$ cat src/rtl/piso_pkg.sv
// Shared state encoding and default geometry for the PISO frame serializer.
// Pure definitions: no logic, no latency, no flow control.
package piso_pkg;

    typedef logic [1:0] state_t;

    localparam state_t ST_IDLE  = 2'd0;
    localparam state_t ST_SHIFT = 2'd1;
    localparam state_t ST_DONE  = 2'd2;

    localparam int DEF_WIDTH        = 8;
    localparam int DEF_CLKS_PER_BIT = 4;

endpackage

$ cat src/rtl/bit_period_counter.sv
// Bit-period divider: tick is high on the last clock of each CLKS_PER_BIT period.
// Latency: tick is combinational from the registered count; no backpressure, clear wins over enable.
module bit_period_counter #(
    parameter int CLKS_PER_BIT = 4
) (
    input  logic clk,
    input  logic reset_n,
    input  logic clear,
    input  logic enable,
    output logic tick
);

    // CLKS_PER_BIT=1 still needs a 1-bit counter so the vector is never zero-width.
    localparam int CW = (CLKS_PER_BIT > 1) ? $clog2(CLKS_PER_BIT) : 1;
    localparam logic [CW-1:0] LAST = CW'(CLKS_PER_BIT - 1);

    logic [CW-1:0] count;

    always_ff @(posedge clk or negedge reset_n) begin
        if (!reset_n) begin
            count <= '0;
        end else if (clear) begin
            count <= '0;
        end else if (enable) begin
            count <= tick ? '0 : count + CW'(1);
        end
    end

    assign tick = (count == LAST);

endmodule

$ cat src/rtl/piso_frame_serializer.sv
// Valid/ready word in, serial bit stream out; first bit registered the cycle after transfer, done one cycle after the last bit.
// Backpressure: ready_out only in IDLE, so upstream holds its word during SHIFT and DONE.
module piso_frame_serializer
    import piso_pkg::*;
#(
    parameter int WIDTH        = DEF_WIDTH,
    parameter int CLKS_PER_BIT = DEF_CLKS_PER_BIT
) (
    input  logic             clk,
    input  logic             reset_n,
    input  logic [WIDTH-1:0] data_in,
    input  logic             valid_in,
    input  logic             msb_first,
    output logic             ready_out,
    output logic             serial_out,
    output logic             serial_valid,
    output logic             busy,
    output logic             done
);

    localparam int BW = $clog2(WIDTH);
    localparam logic [BW-1:0] LAST_BIT = BW'(WIDTH - 1);

    state_t           state;
    state_t           state_nxt;
    logic [WIDTH-1:0] sreg;
    logic [WIDTH-1:0] sreg_nxt;
    logic             dir_q;
    logic             dir_nxt;
    logic [BW-1:0]    bit_cnt;
    logic [BW-1:0]    bit_cnt_nxt;
    logic             xfer;
    logic             bit_tick;
    logic             last_bit;
    logic             serial_out_nxt;

    assign xfer     = valid_in && ready_out;
    assign last_bit = bit_tick && (bit_cnt == LAST_BIT);

    bit_period_counter #(
        .CLKS_PER_BIT(CLKS_PER_BIT)
    ) u_bit_period (
        .clk    (clk),
        .reset_n(reset_n),
        .clear  (xfer),
        .enable (state == ST_SHIFT),
        .tick   (bit_tick)
    );

    always_ff @(posedge clk or negedge reset_n) begin
        if (!reset_n) begin
            state <= ST_IDLE;
        end else begin
            state <= state_nxt;
        end
    end

    always_comb begin
        state_nxt = state;
        case (state)
            ST_IDLE:  if (xfer)     state_nxt = ST_SHIFT;
            ST_SHIFT: if (last_bit) state_nxt = ST_DONE;
            ST_DONE:                state_nxt = ST_IDLE;
            default:                state_nxt = ST_IDLE;
        endcase
    end

    always_comb begin
        ready_out = 1'b0;
        busy      = 1'b0;
        done      = 1'b0;
        case (state)
            ST_IDLE:  ready_out = 1'b1;
            ST_SHIFT: busy      = 1'b1;
            ST_DONE: begin
                busy = 1'b1;
                done = 1'b1;
            end
            default: ready_out = 1'b0;
        endcase
    end

    // Shift toward the output end with zero fill; bit_cnt returns to 0 after the last bit.
    always_comb begin
        sreg_nxt    = sreg;
        dir_nxt     = dir_q;
        bit_cnt_nxt = bit_cnt;
        if (xfer) begin
            sreg_nxt    = data_in;
            dir_nxt     = msb_first;
            bit_cnt_nxt = '0;
        end else if ((state == ST_SHIFT) && bit_tick) begin
            sreg_nxt    = dir_q ? (sreg << 1) : (sreg >> 1);
            bit_cnt_nxt = last_bit ? '0 : bit_cnt + BW'(1);
        end
    end

    // Serial outputs are registered from next-state values so they change on the same edge as state.
    assign serial_out_nxt = (state_nxt == ST_SHIFT) &&
                            (dir_nxt ? sreg_nxt[WIDTH-1] : sreg_nxt[0]);

    always_ff @(posedge clk or negedge reset_n) begin
        if (!reset_n) begin
            sreg         <= '0;
            dir_q        <= 1'b0;
            bit_cnt      <= '0;
            serial_out   <= 1'b0;
            serial_valid <= 1'b0;
        end else begin
            sreg         <= sreg_nxt;
            dir_q        <= dir_nxt;
            bit_cnt      <= bit_cnt_nxt;
            serial_out   <= serial_out_nxt;
            serial_valid <= (state_nxt == ST_SHIFT);
        end
    end

endmodule

$ cat config.mk
export PLATFORM = sky130hd
export DESIGN_NAME = piso_frame_serializer
export DESIGN_NICKNAME = d
export VERILOG_FILES = /design/src/rtl/piso_pkg.sv /design/src/rtl/bit_period_counter.sv /design/src/rtl/piso_frame_serializer.sv
export SDC_FILE = /design/constraint.sdc
export NUM_CORES = 1
export LEC_CHECK = 0
export ABC_CLOCK_PERIOD_IN_PS = 1800
export CAP_MARGIN = 25
export CORE_UTILIZATION = 46
export DETAILED_ROUTE_END_ITERATION = 8
export PLACE_DENSITY = 0.73
export SYNTH_ARGS = -nofsm -noshare
export SYNTH_HDL_FRONTEND = slang
export SYNTH_SLANG_ARGS = --single-unit
$ cat constraint.sdc
create_clock -name clk -period 1.8 [get_ports clk]
set_clock_uncertainty 0.1 [all_clocks]
set_input_delay 0.36 -clock clk [delete_from_list [all_inputs] [get_ports clk]]
set_output_delay 0.36 -clock clk [all_outputs]
set_load 0.01 [all_outputs]
======== Word-level counts from Yosys, hierarchy flattened ========
Index checks and enable logic that the tools add are counted.
storage, ports and cells
  input bits .............................. 12
  word-level logic and storage cells ...... 40
  memory bits (writable) .................. 0
  output and inout bits ................... 5
  memory bits (read-only) ................. 0
  register bits after elaboration ......... 18
  bits in latches ......................... 0
  memories ................................ 0
cells by class
  add/subtract/negate cells ............... 2
  $mul .................................... 0
  order comparisons ....................... 0
  reductions and logical operators ........ 8
  equality and inequality tests ........... 5
  bitwise gates (word level) .............. 0
  div/mod/pow operators ................... 0
  shifts and indexed selects .............. 0
  multiplexer cells ....................... 17
operators with widths
  kind                                           count
  2-to-1 mux 8 bit                               3
  2-to-1 mux 2 bit                               5
  2-to-1 mux 3 bit                               3
  2-to-1 mux 1 bit                               5
  == test 2 x 1 -> 1 bit, second input constant  2
  == test 2 bit, second input constant           2
  logical AND 1 bit                              4
  case mux 2 bit (2 select lines)                1
  nonzero test 2 bit                             2
  adder 3 x 1 -> 3 bit, second input constant    1
  == test 3 bit, second input constant           1
  adder 2 x 1 -> 2 bit, second input constant    1
  logical NOT 2 bit                              1
  OR reduction 2 bit                             1

======== Longest topological paths before layout ========
  depth in word-level cells ............... 7
  mapped depth ............................ 7
  gate-level depth less buffers ........... 6

======== By module ========
From an unflattened synthesis, not the netlist that was laid out.
unflattened totals
  cells, all modules ...................... 90
  area, all modules ....................... 1,012.2 um2
by module, submodules not included
  module                 cells an instance  instances  area each (um2)  seq. area each (um2)
  piso_frame_serializer  82                 1          915.9            400.4
  bit_period_counter     8                  1          96.3             50.0

======== Worst setup path after synthesis ========
No wires, ideal clock.
  path kind ............................... register -> register
  start point ............................. register state[0]
  end point ............................... register serial_out
  required time ........................... 1.570 ns
  arrival time ............................ 1.460 ns
  cell stages (with the launch flop) ...... 8
  buffers on the path ..................... 1
  period minus slack after synthesis ...... 1.690 ns
  setup slack ............................. 0.110 ns
  cells stage by stage .................... dfrtp_1 inv_1 ha_1 buf_4 nand2_1 mux2_4 mux2i_1 nor3b_2
RTL lines
  element                   line                          RTL
  start: declaration        piso_frame_serializer.sv:24   state_t state;
  start signal: assignment  piso_frame_serializer.sv:54   state <= state_nxt;
  logical NOT 2 bit         piso_frame_serializer.sv:72   case (state)
  2-to-1 mux 1 bit          piso_frame_serializer.sv:72
  via ready_out             piso_frame_serializer.sv:14   output logic ready_out,
  logical AND 1 bit         piso_frame_serializer.sv:37   assign xfer = valid_in && ready_out;
  2-to-1 mux 1 bit          piso_frame_serializer.sv:88   if (xfer) begin
  via dir_nxt               piso_frame_serializer.sv:29   logic dir_nxt;
  2-to-1 mux 1 bit          piso_frame_serializer.sv:100  (dir_nxt ? sreg_nxt[WIDTH-1] : sreg_nxt[0]);
  logical AND 1 bit         piso_frame_serializer.sv:99   assign serial_out_nxt = (state_nxt == ST_SHIFT) &&
  via serial_out_nxt        piso_frame_serializer.sv:35   logic serial_out_nxt;
  end signal: assignment    piso_frame_serializer.sv:113  serial_out <= serial_out_nxt;
  end: declaration          piso_frame_serializer.sv:15   output logic serial_out,
The timed path passes the listed nets, and every way through them passes these cells. The select of a mux whose other input is x is not followed.
A chain may end at the register's enable or synchronous reset.

======== Worst setup path in the final report ========
  start point ............................. register u_bit_period.count[0]
  end point ............................... register sreg[3]
on the way
  longest elaborated chain between the ends .. 3
RTL lines
  element                              line                          RTL
  start: declaration                   bit_period_counter.sv:17      logic [CW-1:0] count;
  start signal: assignment             bit_period_counter.sv:25      count <= tick ? '0 : count + CW'(1);
  == test 2 bit                        bit_period_counter.sv:29      assign tick = (count == LAST);
  logical AND 1 bit                    piso_frame_serializer.sv:92   end else if ((state == ST_SHIFT) && bit_tick) begin
  nonzero test 2 bit (no source line)  -
  end signal: assignment               piso_frame_serializer.sv:110  sreg <= sreg_nxt;
  end: declaration                     piso_frame_serializer.sv:26   logic [WIDTH-1:0] sreg;
Every way passes these cells.

==> metrics.yaml <==
worstSetupStartpoint: "u_bit_period.count[0]"
status: "completed"
critPathCaptureType: "flop"
drive_gt1_share_pct: 27.27
gr-usage-met2_pct: 34.26
r2r-start: "u_bit_period.count[0]"
insertion_delay_ps: 300
grt_use_total_pct: 20.07
timing.slew.headroom_pct: 73.76
die_w_microns: 48.74
syn_avg_cell_area_sq_um: 11.16
cp_slowest_cell: "dfrtp_1"
path_class: "flop to flop"
worstPathMaxFanout: 7
multi_input_area_sq_um: 545.5
grt-busiest-layer: "met2"
grt_antenna_before_repair: 0
yosysWarnings: 0
syn_area_sq_um: 1005
start_util_pct: 50.19
post-dp-hpwl_microns: 1667
dp_cells: 143
postRouteAntennaNets: 0
vias: 784
path_cells: "ha_1 -> and2_4 -> a21oi_4 -> nor2_4 -> a221o_1"
synthDistinctLibCells: 31
tightest_slew_ps: 393.7
clock-sinks: 18
drv_cap: 0
grt_use_met3_pct: 5.346
maxClockFrequency_mhz: 575.7
ir_drop_v: 0.0006972
stdcell_area_sq_um: 1343
final_hold_viol_count: 0
timing.final.crit_share_pct: 96.50
clockBufferDepth: 2
viasPerCell: 5.297
drt_iter0_markers: 13
antenna_cells: 0
first_global_vias: 784
layout_min_cycle_time_ps: 1737
met1_usage_pct: 24.29
fillCellCount: 165
drv_slew: 0
seq_area_sq_um: 450.4
cp_data_arrival_time_ps: 1810
crit_buf_inv: 0
p_total_mw: 1.732
grt_pass1_wl_microns: 3546
synth_seq_area_share_pct: 44.83
root_buffer: "clkbuf_4"
fin_cells: 148
gp_congestion: 0.7231
ios: 17
r2r-end: "sreg[3]"
synth_nets: 109
core_sq_um: 2002
ys_ff_latch: 18
drtPass1Iterations: 3
htree_levels: 1
finalSetupViolCount: 0
ctsHoldBuffers: 0
io_buffers: 16
totalWireLength_microns: 2147
critPathLaunchType: "flop"
cts_tree: "yes"
cp.required_ps: 1870
syn_to_final_growth_pct: 33.62
wl_per_cell_microns: 14.51
drc: 0
dpl_cell_area_sq_um: 1270
slowest_delay_ps: 410
die_h_microns: 48.74
clkTransAtPathRegs_ps: 110
crit_path_end: "sreg[3]"
fin_nets: 141
reg2regPathDepth: 5
rows: 16
grt_max_degree: 19
gr-total-overflow: 0
syn_inst: 90
tns_ps: 0
reg2reg_slack_ps: 60
crit_cells: 5
die_area_sq_um: 2375
power.density_nw_per_um2: 1290
cpLargestDelayFamily: "compound AO/OA/AOI/OAI gates"
leakagePower_nw: 0.6417
numCtsBuffers: 3
worstHoldPathType: "primary input to asynchronous set/reset pin"
cells by family (layout without fill, tap and decap cells):
kind of cell,Yosys count,after routing,synth area share [%]
multiplexers,9,9,9.464
XOR/XNOR,1,1,0.8719
AND/OR/NAND/NOR,27,27,15.32
adder cells (fa/ha/maj),7,7,8.717
buffers and inverters,7,38,4.483
AO/OA/AOI/OAI,21,21,16.31
flip-flops,18,18,44.83
registers in the layout, summed over array words and instances (netlist names):
name	flops
bit_cnt	3
dir_q	1
serial_out	1
serial_valid	1
sreg	8
state	2
u_bit_period.count	2
area by class of cell:
class	count	area share, %
Inverter	3	0.8388
Tap cell	27	2.516
Multi-Input combinational cell	65	40.63
Clock buffer	4	2.703
Sequential cell	18	33.55
Timing Repair Buffer	31	19.76
Yosys cell counts:
| library cell | number | area [sq um] |
|---|---|---|
| ha_1 | 7 | 87.58 |
| mux2i_1 | 8 | 80.08 |
| xor2_1 | 1 | 8.760 |
| nor3b_2 | 1 | 12.51 |
| a2bb2oi_1 | 1 | 8.760 |
| mux2_4 | 1 | 15.01 |
| inv_1 | 3 | 11.26 |
| a21oi_1 | 6 | 30.03 |
| a21bo_1 | 1 | 10.01 |
| nor2_1 | 7 | 26.28 |
| nand3_1 | 1 | 5.000 |
| nor2b_1 | 1 | 6.260 |
| a21bo_2 | 1 | 10.01 |
| nand2b_1 | 1 | 6.260 |
| and2_4 | 1 | 8.760 |
| buf_6 | 1 | 11.26 |
| nor3b_1 | 1 | 7.510 |
| a31oi_1 | 3 | 18.77 |
| nand4b_1 | 1 | 8.760 |
| o21ai_0 | 1 | 5.000 |
| o21ai_1 | 1 | 5.000 |
| nand4_1 | 1 | 6.260 |
| and3b_1 | 2 | 17.52 |
| nor3_1 | 1 | 5.000 |
| nand2_1 | 7 | 26.28 |
| a221o_1 | 6 | 60.06 |
| buf_4 | 3 | 22.52 |
| nor2_4 | 1 | 11.26 |
| dfrtp_1 | 18 | 450.4 |
| and3_1 | 1 | 6.260 |
| a21oi_4 | 1 | 16.27 |
power by group:
part / internal [mW] / switching, mW / leakage (nW)
Clock: 0.123 / 0.127 / 0.0210
Sequential: 0.533 / 0.115 / 0.234
Combinational: 0.467 / 0.366 / 0.387
metal layers:
metal  routed length, microns  up-vias  part of all wire, %
li1                         -      393                    -
met3                       74        2                  3.4
met2                     1078       10                   50
met5                        0        -                    0
met4                       25        0                  1.2
met1                      968      379                   45
worst min path at each step:
| stage | start | end | slack, ps | cells after the start |
|---|---|---|---|---|
| 3_5_place_dp | u_bit_period.count[1] | u_bit_period.count[1] | 430 | 2 |
| 5_1_grt | reset_n | u_bit_period.count[1] | 290 | 2 |
| 4_1_cts | reset_n | u_bit_period.count[0] | 270 | 2 |
| 2_1_floorplan | reset_n | bit_cnt[0] | -40 | 0 |
| 3_3_place_gp | u_bit_period.count[1] | u_bit_period.count[1] | 410 | 2 |
| 6_report | reset_n | u_bit_period.count[0] | 270 | 2 |
repair_timing:
item | in CTS | in global routing
hold endpoints to repair | 0 | 0
buffers inserted | 1 | 0
gates resized for setup | 8 | 6
endpoints found under the setup margin | 4 | 6
pin swaps | 0 | 0
cells in the final DEF (no fill, tap or decap), types with 3 or more instances in the layout:
cell type and count:
dfrtp_1 18, buf_4 15, clkdlybuf4s50_1 13, mux2i_1 8, nor2_1 7, nand2_1 6
a21oi_1 6, a221o_1 6, ha_1 4, a31oi_1 3, clkbuf_4 3
worst register-to-register path, stage by stage, from the launching register on:
cell     delay, ps
dfrtp_1        410
ha_1           290
and2_4         190
a21oi_4        220
nor2_4          80
a221o_1        310
through the flow:
| step | setup slack (ps) | hold slack, ps | utilization [%] |
|---|---|---|---|
| 2_1_floorplan | 109.8 | -35.59 | - |
| 3_3_place_gp | -24.03 | 414.1 | 63.44 |
| 3_5_place_dp | -37.49 | 426.0 | 63.44 |
| 4_1_cts | 20.04 | 272.5 | 66.19 |
| 5_1_grt | -0.3868 | 287.2 | 67.06 |
| 6_report | 63.04 | 268.0 | 67.06 |
No activity file was read; power rests on OpenSTA's default activity.
